[src/rtl/cuasi_alu_arbiter.sv]
// Two-requester round-robin arbiter in front of a shared WIDTH-bit add/AND unit.
// Each operation runs IDLE -> EXEC -> DONE, and a one-cycle done pulse goes back to the winner.
module cuasi_alu_arbiter #(
  parameter int WIDTH = 4,
  parameter int CNT_W = 8
) (
  input  logic             clk,
  input  logic             rst_n,
  input  logic             req0,
  input  logic [WIDTH-1:0] a0,
  input  logic [WIDTH-1:0] b0,
  input  logic             op0,
  input  logic             req1,
  input  logic [WIDTH-1:0] a1,
  input  logic [WIDTH-1:0] b1,
  input  logic             op1,
  output logic             done0,
  output logic             done1,
  output logic [WIDTH-1:0] result,
  output logic             carry,
  output logic             busy,
  output logic [CNT_W-1:0] ops_cnt
);

  typedef enum logic [1:0] {
    IDLE = 2'd0,
    EXEC = 2'd1,
    DONE = 2'd2
  } state_t;

  state_t             r_state;
  state_t             w_state_nxt;
  logic               r_ptr;
  logic               r_win;
  logic               r_op;
  logic [WIDTH-1:0]   r_a;
  logic [WIDTH-1:0]   r_b;
  logic [WIDTH-1:0]   r_result;
  logic               r_carry;
  logic               r_done0;
  logic               r_done1;
  logic               r_busy;
  logic [CNT_W-1:0]   r_ops_cnt;

  logic               w_gnt_vld;
  logic               w_gnt_id;
  logic [WIDTH:0]     w_alu;

  // Shared unit: op=0 adds with carry-out in the MSB, op=1 is a bitwise AND with no carry.
  function automatic logic [WIDTH:0] alu_eval(input logic [WIDTH-1:0] a,
                                              input logic [WIDTH-1:0] b,
                                              input logic             op);
    logic [WIDTH:0] sum;
    sum = {1'b0, a} + {1'b0, b};
    if (op) begin
      alu_eval = {1'b0, a & b};
    end else begin
      alu_eval = sum;
    end
  endfunction

  // A lone requester always wins. When both request, the pointer breaks the tie.
  always_comb begin
    w_gnt_vld = req0 | req1;
    w_gnt_id  = 1'b0;
    if (req0 && req1) begin
      w_gnt_id = r_ptr;
    end else if (req1) begin
      w_gnt_id = 1'b1;
    end
  end

  always_comb begin
    w_state_nxt = r_state;
    case (r_state)
      IDLE:    if (w_gnt_vld) w_state_nxt = EXEC;
      EXEC:    w_state_nxt = DONE;
      DONE:    w_state_nxt = IDLE;
      default: w_state_nxt = IDLE;
    endcase
  end

  assign w_alu = alu_eval(r_a, r_b, r_op);

  always_ff @(posedge clk or negedge rst_n) begin
    if (!rst_n) begin
      r_state   <= IDLE;
      r_busy    <= 1'b0;
      r_ptr     <= 1'b0;
      r_win     <= 1'b0;
      r_done0   <= 1'b0;
      r_done1   <= 1'b0;
      r_ops_cnt <= '0;
    end else begin
      r_state <= w_state_nxt;
      r_busy  <= (w_state_nxt != IDLE);
      r_done0 <= 1'b0;
      r_done1 <= 1'b0;
      if (r_state == IDLE && w_gnt_vld) begin
        r_win <= w_gnt_id;
      end
      // The EXEC->DONE edge publishes the result, so the count and pointer move with done.
      if (r_state == EXEC) begin
        r_done0   <= ~r_win;
        r_done1   <= r_win;
        r_ops_cnt <= r_ops_cnt + CNT_W'(1);
        r_ptr     <= ~r_win;
      end
    end
  end

  always_ff @(posedge clk or negedge rst_n) begin
    if (!rst_n) begin
      r_a      <= '0;
      r_b      <= '0;
      r_op     <= 1'b0;
      r_result <= '0;
      r_carry  <= 1'b0;
    end else begin
      if (r_state == IDLE && w_gnt_vld) begin
        r_a  <= w_gnt_id ? a1  : a0;
        r_b  <= w_gnt_id ? b1  : b0;
        r_op <= w_gnt_id ? op1 : op0;
      end
      if (r_state == EXEC) begin
        r_result <= w_alu[WIDTH-1:0];
        r_carry  <= w_alu[WIDTH];
      end
    end
  end

  assign done0   = r_done0;
  assign done1   = r_done1;
  assign result  = r_result;
  assign carry   = r_carry;
  assign busy    = r_busy;
  assign ops_cnt = r_ops_cnt;

endmodule

[config.mk]
export PLATFORM = sky130hd
export DESIGN_NAME = cuasi_alu_arbiter
export DESIGN_NICKNAME = d
export VERILOG_FILES = /design/src/rtl/cuasi_alu_arbiter.sv
export SDC_FILE = /design/constraint.sdc
export NUM_CORES = 1
export LEC_CHECK = 0
export ABC_AREA = 1
export CORE_MARGIN = 2
export CORE_UTILIZATION = 43
export DETAILED_ROUTE_END_ITERATION = 10
export HOLD_SLACK_MARGIN = 0.08
export PLACE_DENSITY = 0.75
export SYNTH_ARGS = -nofsm -noshare
export SYNTH_HDL_FRONTEND = slang
export SYNTH_SLANG_ARGS = --single-unit
[constraint.sdc]
create_clock -name clk -period 1.45 [get_ports clk]
set_input_delay 0.29 -clock clk [delete_from_list [all_inputs] [get_ports clk]]
set_output_delay 0.29 -clock clk [all_outputs]
set_load 0.005 [all_outputs]
Word level (Yosys, flattened, before mapping)
Index checks and enable logic that the tools add are counted.

word-level totals
  flip-flop bits (word level) = 29
  input bits = 22
  output and inout port bits = 16
  logic and storage cells = 32

operators by class
  add/sub/neg operators = 2
  eq/ne operators = 1
  mux-type cells = 10
  bitwise operators = 3
  reductions and logical operators = 4

operators with widths
  kind                 count
  $add 8x1->8 const B  1
  $mux 4               2
  $add 4x4->5          1
  $mux 1               5
  $mux 5               1
  $and 4x4->4          1
  $pmux 2 s2           1
  $eq 2x1->1 const B   1
  $logic_and 1x1->1    2
  $logic_not 2->1      1
  $mux 2               1
  $reduce_bool 2->1    1
  $not 1->1            1
  $or 1x1->1           1

Logic depth before layout (Yosys ltp)
Gate-level depths: netlist of the first run.

  depth after elaboration = 4
  gate-level depth with buffers = 8
  gate-level depth less buffers = 8

Worst setup path after synthesis of the first run
Ideal clock, no wire load.

  path type = reg-to-reg
  from = reg r_a[0]
  to = reg r_result[1], in the netlist result[1]
  setup time = 0.083 ns
  arrival = 1.272 ns
  required time = 1.367 ns
  path slack = 0.095 ns
  cell stages (with the launch flop) = 7
  path buffers = 0
  clock period less this slack = 1.355 ns
  cell sequence = dfrtp_1 > ha_1 > inv_1 > fa_1 > nor2_1 > a21oi_1 > o21ai_0

between the ends
  longest elaborated chain between the ends = 2

ends and longest elaborated chain
  what                      RTL line  source
  start: declaration        36        logic [WIDTH-1:0] r_a;
  start signal: assignment  121       r_a <= w_gnt_id ? a1 : a0;
  $add 4x4->5               54        sum = {1'b0, a} + {1'b0, b};
  $mux 5                    55        if (op) begin
  end signal: assignment    126       r_result <= w_alu[WIDTH-1:0];
  end: declaration          38        logic [WIDTH-1:0] r_result;

No other way between the ends.
A chain may end at the register's enable or synchronous reset.

Worst setup path in the final report of the first run
Same ends and word-level chain as after synthesis.

==> results of run 1 <==
logic make-up (layout without fill, tap and decap cells):
kind of cell               Yosys count  count (layout)  synth area share, %
and+or+nand+nor                     76              76                23.71
AOI/OAI and AO/OA                   31              31                10.81
DFF                                 29              29                50.57
buffers and inverters               22              80                6.713
adders and majority gates            6               6                5.754
xor gates and xnor gates             4               4                2.442
cells in the mapped netlist (all sizes together):
master / number / area [um2]
a21oi: 9 / 45.04
buf: 2 / 16.26
dfrtp: 29 / 725.7
fa: 1 / 20.02
ha: 5 / 62.56
inv: 20 / 80.08
nand2: 45 / 186.4
nand3: 8 / 40.04
nand4: 3 / 18.77
nor2: 19 / 78.82
nor3: 1 / 16.27
o21ai: 22 / 110.1
xnor2: 2 / 17.52
xor2: 2 / 17.52
layer usage:
metal	GRT usage, %	share of wire, %	vias to the layer above
li1	-	-	652
met1	22.56	43	573
met2	33.23	48	46
met3	5.590	6.6	8
met4	8.207	2.1	0
met5	0	0	-
stage by stage:
| step | utilization [%] | hold slack, ns | power [mW] | cells | instance area, um2 |
|---|---|---|---|---|---|
| final | 65.20 | 0.3372 | 3.843 | 270 | 2023 |
| after global routing | 65.20 | 0.3656 | 4.223 | 270 | 2023 |
| after CTS | 64.64 | 0.3348 | 3.817 | 270 | 2006 |
| after detailed placement | 60.81 | 0.4173 | 3.296 | 251 | 1887 |
| after global placement | 60.81 | 0.4133 | 3.185 | 251 | 1887 |
| after floorplan | - | -0.005591 | 2.532 | 168 | 1435 |
worst register-to-register path, cell delays in order (launching register included):
cell and delay (ns):
sky130_fd_sc_hd__dfrtp_1 0.36, sky130_fd_sc_hd__ha_2 0.21, sky130_fd_sc_hd__inv_2 0.04, sky130_fd_sc_hd__fa_1 0.48, sky130_fd_sc_hd__nor2_1 0.05, sky130_fd_sc_hd__a21oi_1 0.12
sky130_fd_sc_hd__o21ai_1 0.07
worst min path at each step:
stage / slack, ns / cells past startpoint / endpoint / from
detailed placement: 0.42 / 1 / done0 / r_win
global route: 0.37 / 2 / result[3] / rst_n
global placement: 0.41 / 1 / done0 / r_win
finish: 0.34 / 2 / result[3] / rst_n
CTS: 0.33 / 2 / ops_cnt[3] / rst_n
floorplan: -0.006 / 0 / busy / rst_n
what timing repair did:
action,4_1_cts,5_1_grt
gates resized for setup,17,7
pin swaps,1,2
setup endpoints to repair,16,6
setup buffers,11,0
endpoints found under the hold margin,0,0
area by class of cell:
type / count / area, um2 / share of cell area, %
flip-flops and latches: 29 / 728.2 / 35.99
multi-input cells: 117 / 628.1 / 31.05
repair buffers: 52 / 483.0 / 23.87
inverters: 20 / 80.08 / 3.958
clock buffers: 8 / 48.80 / 2.412
well taps: 44 / 55.05 / 2.721
state kept, by name, summed over array words and instances, names as in the netlist, 2 cells and up:
name and flops:
ops_cnt 8, r_a 4, r_b 4, result 4
r_state 2
power groups by stage:
stage,Clock (mW),Sequential (mW),Combinational [mW]
final,0.453,1.41,1.98
after global routing,0.503,1.46,2.26
after CTS,0.472,1.39,1.96
after detailed placement,0,1.47,1.83
after global placement,0,1.46,1.73
after floorplan,0,1.43,1.10
==> metrics.yaml, run 1 <==
outcome:
  status: "finished, final reports clean"
clock_network:
  clkTransAtPathRegs_ns: 0.08
  cts.hold.buffers_added: 0
  cts-root-to-sink-buffers: 2
  worstSkewPairLatency_ns: 0.32
  cts_root_buf: "sky130_fd_sc_hd__clkbuf_4"
  cts.htree.levels: 2
  cts_tree: "done"
  cts-buffers-inserted: 5
  clock-sinks: 29
floorplanning:
  die-height_um: 61.77
  effective_utilization_at_floorplan_pct: 46.25
  placeable_area_um2: 3103
  die_area_um2: 3816
  num_rows: 20
  die_w_um: 61.77
  pin_count: 38
global_route:
  grt_use_total_pct: 19.34
  grt_pass1_wl_mm: 5.333
  grt_max_degree: 30
  grt_antenna_before_repair: 0
  first_global_vias: 1256
  grt-ovfl-total: 0
synth:
  post_synth.cell_area_avg_um2: 8.542
  mappedNetlistArea_um2: 1435
  synth.ff_latch_count: 29
  synthesized_instance_count: 168
  yosysUniqueCellTypes: 21
  yosys_warnings: 0
  synth-seq-area-share_pct: 50.57
  synth_fp_nets: 196
timing:
  drv_slew: 0
  fin_crit_sh_pct: 98.65
  slew_headroom_pct: 75.25
  final.min_clock_period_ns: 1.430
  fin_ws_ns: 0.01957
  rsz_0062_raised_after_global_routing: "yes"
  clock_skew_ns: 0.009506
  setup_viol: 0
  achievable-frequency_mhz: 699.1
  hold_viol: 0
  final.setup.tns_ns: 0
  tightest_slew_ns: 0.3712
setup_path:
  cp.depth: 6
  crit_family: "adder cells"
  worstSetupPathType: "register to register"
  ff2ff_path_depth: 6
  worstReg2RegStart: "r_a[0]"
  cp-endpoint: "result[1]"
  critPathRequiredTime_ns: 1.66
  crit_path_start_kind: "register"
  crit_path_end_kind: "register"
  critPathLaunch: "r_a[0]"
  data_arrival_critical_path_ns: 1.64
  critical_path.reg2reg.endpoint: "result[1]"
  setup.reg_to_reg.worst_slack_ns: 0.02
  worst_path_max_delay_cell: "sky130_fd_sc_hd__fa_1"
  path_buf_inv: 1
  crit_path_cell_trace: "ha_2 -> inv_2 -> fa_1 -> nor2_1 -> a21oi_1 -> o21ai_1"
  critical_path.max_fanout: 2
  delay_of_the_slowest_cell_on_the_worst_path_ns: 0.48
power_and_ir_drop:
  power_frac_comb_pct: 51.7
  clockPowerShare_pct: 11.8
  peakVddDrop_mv: 0.9168
  power-per-cell-area_nw_per_um2: 1899
  leakage_power_total_nw: 1.045
  power_report.internal_total_mw: 2.307
  power.share.switching_pct: 39.97
  power.sequential.fraction_pct: 36.6
  switchingPower_mw: 1.536
run:
  max_cap_violations: 0
place:
  finalWeightedCongestion: 0.8890
  port_buffers: 37
  dp.final_hpwl_mm: 2.285
  detailedPlace.worstSlack_ns: -0.06074
worst_hold_path:
  hold_crit_class: "primary input to asynchronous set/reset pin"
cells_and_area:
  layout.nets: 253
  final_layout_size_suffix_gt1_share_pct: 15.04
  synthesis_to_finish_area_growth_pct: 40.98
  layout_commonest_cell: "sky130_fd_sc_hd__nand2_1"
  antenna-diode-count: 0
  most-common-layout-cells: "sky130_fd_sc_hd__nand2_1, sky130_fd_sc_hd__dfrtp_1, sky130_fd_sc_hd__clkdlybuf4s50_1, sky130_fd_sc_hd__nor2_1, sky130_fd_sc_hd__inv_1"
  fill_cell_instance_count_of_the_final_layout: 288
detailed_routing:
  detail_route.wl_per_cell_um: 11.51
  route.final.wire_length_mm: 3.107
  drt_pre_antenna_iters: 5
  detail-route-antenna-nets: 0
  drc: 0
  drtIter0Drc: 43
  vias: 1279
  vias_per_cell: 4.737
No activity file was read; power rests on OpenSTA's default activity.
==> run 2: changes to the inputs <==
--- a/config.mk
+++ b/config.mk
@@ -11,6 +11,7 @@
 export DETAILED_ROUTE_END_ITERATION = 10
 export HOLD_SLACK_MARGIN = 0.08
 export PLACE_DENSITY = 0.75
+export SLEW_MARGIN = 0
 export SYNTH_ARGS = -nofsm -noshare
 export SYNTH_HDL_FRONTEND = slang
 export SYNTH_SLANG_ARGS = --single-unit
==> results of run 2 <==
The final DEF is identical to that of run 1; final timing and power are the same.
==> run 3: changes to the inputs <==
--- a/config.mk
+++ b/config.mk
@@ -8,6 +8,7 @@
 export ABC_AREA = 1
 export CORE_MARGIN = 2
 export CORE_UTILIZATION = 43
+export CTS_CLUSTER_SIZE = 24
 export DETAILED_ROUTE_END_ITERATION = 10
 export HOLD_SLACK_MARGIN = 0.08
 export PLACE_DENSITY = 0.75
==> results of run 3 <==
The final DEF is identical to that of run 1; final timing and power are the same.
